$ cat config.mk
export PLATFORM = sky130hd
export DESIGN_NAME = gpr_file
export DESIGN_NICKNAME = d
export VERILOG_FILES = /design/src/rtl/gpr_file_pkg.sv /design/src/rtl/gpr_file_reset_reg.sv /design/src/rtl/gpr_file.sv
export SDC_FILE = /design/constraint.sdc
export NUM_CORES = 2
export LEC_CHECK = 0
export CELL_PAD_IN_SITES_DETAIL_PLACEMENT = 2
export CELL_PAD_IN_SITES_GLOBAL_PLACEMENT = 2
export CORE_MARGIN = 2
export CORE_UTILIZATION = 50
export CTS_CLUSTER_SIZE = 20
export DETAILED_ROUTE_END_ITERATION = 12
export PLACE_DENSITY = 0.93
export REMOVE_ABC_BUFFERS = 1
export SYNTH_ARGS = -nofsm -noshare
export SYNTH_HDL_FRONTEND = slang
export SYNTH_SLANG_ARGS = --single-unit
$ cat constraint.sdc
create_clock -name clk -period 3.6 [get_ports clk]
set_input_delay 0.54 -clock clk [delete_from_list [all_inputs] [get_ports clk]]
set_output_delay 0.54 -clock clk [all_outputs]
set_load 0.01 [all_outputs]
$ cat src/rtl/gpr_file_pkg.sv
// Shared definitions for the integer register file and its storage cell.
//   GPR_ADDR_W   : register index width (32 entries)
//   GPR_DATA_W   : register width in bits
//   GPR_ZERO_IDX : index of the hardwired-zero entry (x0)
//   gpr_addr_t / gpr_data_t : index and data types at the default sizes
package gpr_file_pkg;

   localparam int unsigned GPR_ADDR_W   = 5;
   localparam int unsigned GPR_DATA_W   = 32;
   localparam int unsigned GPR_ZERO_IDX = 0;

   typedef logic [GPR_ADDR_W-1:0] gpr_addr_t;
   typedef logic [GPR_DATA_W-1:0] gpr_data_t;

endpackage

$ cat src/rtl/gpr_file_reset_reg.sv
// reset_reg: generic enabled flop with an asynchronous active-low reset.
// One instance holds each writable register-file entry; the same cell is
// also used for the core PC (WIDTH=32, RESET_VAL=32'h8000_0000, wen=1).
//   clk   : rising-edge clock
//   reset : asynchronous active-low reset, loads RESET_VAL
//   wen   : load din on the next rising edge
//   din   : next value
//   dout  : stored value
module reset_reg #(
   parameter int unsigned      WIDTH     = 32,
   parameter logic [WIDTH-1:0] RESET_VAL = '0
) (
   input  logic             clk,
   input  logic             reset,
   input  logic             wen,
   input  logic [WIDTH-1:0] din,
   output logic [WIDTH-1:0] dout
);

   logic [WIDTH-1:0] dout_d;
   logic [WIDTH-1:0] dout_q;

   always_comb begin
      dout_d = dout_q;
      if (wen) begin
         dout_d = din;
      end
   end

   always_ff @(posedge clk or negedge reset) begin
      if (!reset) begin
         dout_q <= RESET_VAL;
      end else begin
         dout_q <= dout_d;
      end
   end

   assign dout = dout_q;

endmodule

$ cat src/rtl/gpr_file.sv
// gpr_file: RV32 integer register file, 2^ADDR_WIDTH x DATA_WIDTH.
// One synchronous write port, two combinational read ports; entry 0 reads 0.
//   clk            : rising-edge clock
//   reset          : asynchronous active-low reset; writable entries -> RESET_VAL
//   wen/waddr/wdata: write port (rd); writes to index 0 are dropped
//   raddr1/rdata1  : read port 1 (rs1)
//   raddr2/rdata2  : read port 2 (rs2)
// Build option: GPR_WRITE_BYPASS_EN forwards wdata to a read port that
// addresses the entry being written in the same cycle.
module gpr_file
   import gpr_file_pkg::*;
#(
   parameter int unsigned           ADDR_WIDTH = GPR_ADDR_W,
   parameter int unsigned           DATA_WIDTH = GPR_DATA_W,
   parameter logic [DATA_WIDTH-1:0] RESET_VAL  = '0
) (
   input  logic                  clk,
   input  logic                  reset,
   input  logic                  wen,
   input  logic [ADDR_WIDTH-1:0] waddr,
   input  logic [DATA_WIDTH-1:0] wdata,
   input  logic [ADDR_WIDTH-1:0] raddr1,
   output logic [DATA_WIDTH-1:0] rdata1,
   input  logic [ADDR_WIDTH-1:0] raddr2,
   output logic [DATA_WIDTH-1:0] rdata2
);

   localparam int unsigned NUM_ENTRIES = 1 << ADDR_WIDTH;
   localparam logic [ADDR_WIDTH-1:0] ZERO_IDX = ADDR_WIDTH'(GPR_ZERO_IDX);

   logic [DATA_WIDTH-1:0] entry [NUM_ENTRIES];

   // x0 has no storage; it is a constant zero.
   assign entry[0] = '0;

   for (genvar i = 1; i < NUM_ENTRIES; i++) begin : g_entry
      logic entry_wen;
      assign entry_wen = wen && (waddr == ADDR_WIDTH'(i));

      reset_reg #(
         .WIDTH     (DATA_WIDTH),
         .RESET_VAL (RESET_VAL)
      ) u_reg (
         .clk   (clk),
         .reset (reset),
         .wen   (entry_wen),
         .din   (wdata),
         .dout  (entry[i])
      );
   end

`ifdef GPR_WRITE_BYPASS_EN
   logic fwd_valid;
   assign fwd_valid = wen && reset && (waddr != ZERO_IDX);
`endif

   always_comb begin
      rdata1 = (raddr1 == ZERO_IDX) ? '0 : entry[raddr1];
      rdata2 = (raddr2 == ZERO_IDX) ? '0 : entry[raddr2];
`ifdef GPR_WRITE_BYPASS_EN
      if (fwd_valid && (raddr1 == waddr)) begin
         rdata1 = wdata;
      end
      if (fwd_valid && (raddr2 == waddr)) begin
         rdata2 = wdata;
      end
`endif
   end

endmodule

==> key figures <==
Outcome
  • Outcome: finished with violations
  • Failing checks: capacitance limit, slew limit, setup timing

Clocking
  • CTS tree: yes
  • Skew-Pair Late Insertion Delay: roughly 0.76 ns
  • CTS Sinks: around 1,000
  • CTS clk-pin slew, worst paths: 0.07 ns
  • Clock Tree Root: clkbuf_16
  • Buffer depth of the longest clock path: 3
  • H-tree Lvls: 3
  • Inserted Clock Buffers: roughly 110

Worst hold path
  • Min-delay worst type: in -> async

Drt
  • DRC violation count after routing: 0
  • Vias/cell: a little under 9
  • DRT Pass-1 Iters: 7
  • Post-DRT Antenna Nets: 0
  • DRT iter0 DRCs: 8,496
  • Routed via count: 48,000
  • Routed wire length: around 330 mm
  • Routed len/inst: between 60 and 70 um

Logic synthesis
  • Post-synthesis mux area share: 0.423
  • Synth Cell Area: 53,400 um2
  • Register area share after synthesis: 0.465
  • Cells after synthesis: 3,815
  • Post-synthesis cell type count: 39
  • Mean post-synth cell area: 14.0 um2
  • Post-synthesis xor/xnor area fraction: 0
  • Largest family of logic cells by synthesized area: multiplexers
  • Synth warn: 0
  • Post-synthesis simple-gate area fraction: 0.0350
  • Register bit total from synthesis: between 900 and 1,000
  • Post-synthesis compound-gate area fraction: 0.0436
  • Area share of fa/ha/maj cells after synthesis: 0

Critical path
  • Reg2Reg Launch Point: g_entry[22].u_reg.dout[16]
  • Critical path arrival: ~3.8 ns
  • Crit-path max FO: 16
  • FF-to-FF path depth: 1
  • CP Launch Point: raddr1[0]
  • CP Buf/Inv Count: 4
  • Worst path cell trace: buf_16 > nand2_1 > buf_4 > buf_4 > o21ai_0 > o32ai_1 > nor2_1 > a31oi_1 > clkdlybuf4s50_1
  • Reg2Reg Setup Slack: 2.37 ns
  • Crit-path max cell delay: approximately 0.90 ns
  • Crit path max-delay family: compound AO/OA/AOI/OAI gates
  • Most Frequent Cell on Critical Path: buf_4
  • Slowest cell on the critical path: o21ai_0
  • Worst Path Required: 3.06 ns
  • Critical path depth in cells: 9
  • CP Class: in -> out
  • CP endpoint: rdata1[18]
  • CP Capture Type: primary output
  • Reg2reg end: g_entry[22].u_reg.dout[16]
  • Worst Setup Start Kind: input port

Final layout
  • Fin util: 0.589
  • Max FFs per register: just under 1,000
  • Syn-to-layout area delta: 16.5%
  • Share of cells above drive strength 1: 0.512
  • Net count, final: between 3,000 and 4,000

Floorplanning
  • Initial Util: 0.506
  • Die H: 331 um
  • Core Region: between 100,000 and 150,000 um2
  • Site Rows: about 120
  • DIE AREA: about 110,000 um2
  • Num ports: about 110
  • Die width: 331 um

Timing
  • Worst slew margin: -0.00940
  • Final Max Slew Viols: 32
  • Worst hold slack: roughly 0.38 ns
  • Max Freq: roughly 230 MHz
  • Setup Skew: 0 ns
  • Unrepaired setup endpoints after global routing: yes
  • Setup TNS: -11.84 ns
  • Period minus WS final: about 4.4 ns
  • Final setup fails: 73
  • Worst-margin pin slew: 1.51 ns
  • Final setup margin: -0.758 ns
  • Final period utilization: 1.21
  • Final Hold Viols: 0

Pwr
  • Leakage power total: ~27 nW
  • Internal Power: between 0.02 and 0.025 W
  • Total power: between 0.03 and 0.04 W
  • Sw frac: 0.378
  • Switch Pwr: ~0.015 W
  • Pwr per Cell Area: about 640 nW/um2
  • Seq pwr share: 0.419
  • VDD IR max: 0.717 mV
  • Clock power frac: 0.326
  • Gate power share: 0.255

Global route
  • Remaining global-route overflow: 0
  • Largest net degree at the start of global routing: between 100 and 150
  • GR Util met1: 0.641
  • Global router's overall resource usage: 0.557
  • Global-route wire length before repair: approximately 420 mm
  • Most used routing layer: met2
  • Grt met3 use: 0.234
  • Vias in the first global route: roughly 49,000
  • Initial antenna violation count: 47
  • Global-route track usage on met2: 0.797

Flow run
  • Max-Cap Viols: 1

Place
  • DPL Wire Length: approximately 150 mm
  • Buffers added on ports: approximately 110
  • Placer Congestion: 0.845
  • Dpl ws: -0.290 ns
-- timing repair --
action	CTS	global route
resized for setup	38	102
endpoints found under the hold margin	52	0
setup endpoints to repair	36	59
hold buffers	1	0
buffers inserted	1	17
cloned	3	4
pin swaps	3	11
-- power groups by stage --
| stage | Combinational, W | Clock [W] | Sequential, W |
|---|---|---|---|
| after floorplan | 0.00485 | 0 | 0.0145 |
| after global placement | 0.00689 | 0 | 0.0150 |
| after detailed placement | 0.00784 | 0 | 0.0156 |
| after CTS | 0.00861 | 0.0123 | 0.0159 |
| after global routing | 0.0100 | 0.0130 | 0.0165 |
| final | 0.0101 | 0.0130 | 0.0167 |
-- layout make-up --
type,count,area [um2]
fillers,8840,43400
multi-input cells,2412,27300
flip-flops and latches,992,24800
repair buffers,398,4510
clock buffers,171,3300
well taps,1391,1740
clock inverters,27,388
diodes,28,70.1
inverters,2,12.5
-- cell families (layout without fill, tap and decap cells) --
family / after synthesis / count (layout)
muxes: 1634 / 1634
other: 0 / 28
buffers and inverters: 411 / 598
DFF: 992 / 992
and+or+nand+nor: 419 / 419
AOI/OAI and AO/OA: 359 / 359
-- routing by layer --
metal	routed length (um)	vias up
li1	-	14700
met1	101000	23700
met2	133000	6455
met3	53400	3112
met4	43200	42
met5	561	-
-- placed cells by master (no fill, tap or decap), drive strengths merged, types with 9 or more instances in the layout --
cell type	instances
a21oi	113
a221oi	40
a22o	22
a22oi	33
a31oi	17
buf	288
bufinv	9
clkbuf	175
clkdlybuf4s50	82
clkinv	13
dfrtp	992
diode	28
dlymetal6s2s	17
mux2	1096
mux2i	150
mux4	388
nand2	204
nand3	33
nor2	64
nor2b	52
nor3	45
o211ai	39
o21ai	58
o221ai	9
o22ai	18
-- worst min path at each step --
stage / to / slack (ns) / cells after the start / start
detailed placement: g_entry[12].u_reg.dout[16] / 0.52 / 1 / g_entry[12].u_reg.dout[16]
CTS: g_entry[12].u_reg.dout[30] / 0.39 / 2 / reset
finish: g_entry[8].u_reg.dout[30] / 0.38 / 2 / reset
floorplan: g_entry[10].u_reg.dout[0] / 0.24 / 0 / reset
global placement: g_entry[20].u_reg.dout[10] / 0.50 / 1 / g_entry[20].u_reg.dout[10]
global route: g_entry[8].u_reg.dout[30] / 0.43 / 2 / reset
-- synthesized netlist by cell type --
library cell	number	area, um2
nand3b_1	1	7.51
and2_1	2	12.5
mux2_1	7	78.8
a21oi_1	113	566
a221oi_1	40	350
nor3b_1	2	15.0
clkbuf_1	192	721
nand4b_1	3	26.3
mux2_2	1089	12300
o21ai_0	58	290
a32oi_1	1	8.76
nor4_1	1	6.26
buf_1	68	255
dfrtp_1	992	24800
nand3_1	33	165
a22oi_1	33	248
and2_0	1	6.26
and3_1	1	6.26
nand2b_1	6	37.5
clkinv_1	1	3.75
o221ai_1	9	78.8
buf_4	14	105
a311oi_1	1	8.76
nor3_1	44	220
nor2b_1	52	325
or3_1	3	18.8
a22o_1	22	193
nand4_1	1	6.26
nand2_1	204	766
o32ai_1	8	70.1
o22ai_1	18	113
mux4_2	388	8740
nor3_2	1	10.0
o211ai_1	39	293
buf_2	135	676
mux2i_1	150	1500
inv_1	1	3.75
nor2_1	64	240
a31oi_1	17	106
-- stage by stage --
step,instances,area (um2)
finish,5421,62200
global route,5401,62100
CTS,5372,61500
detailed placement,5169,57500
global placement,5169,57500
floorplan,3406,51600
Note: power is estimated with default switching activity, not from simulation.
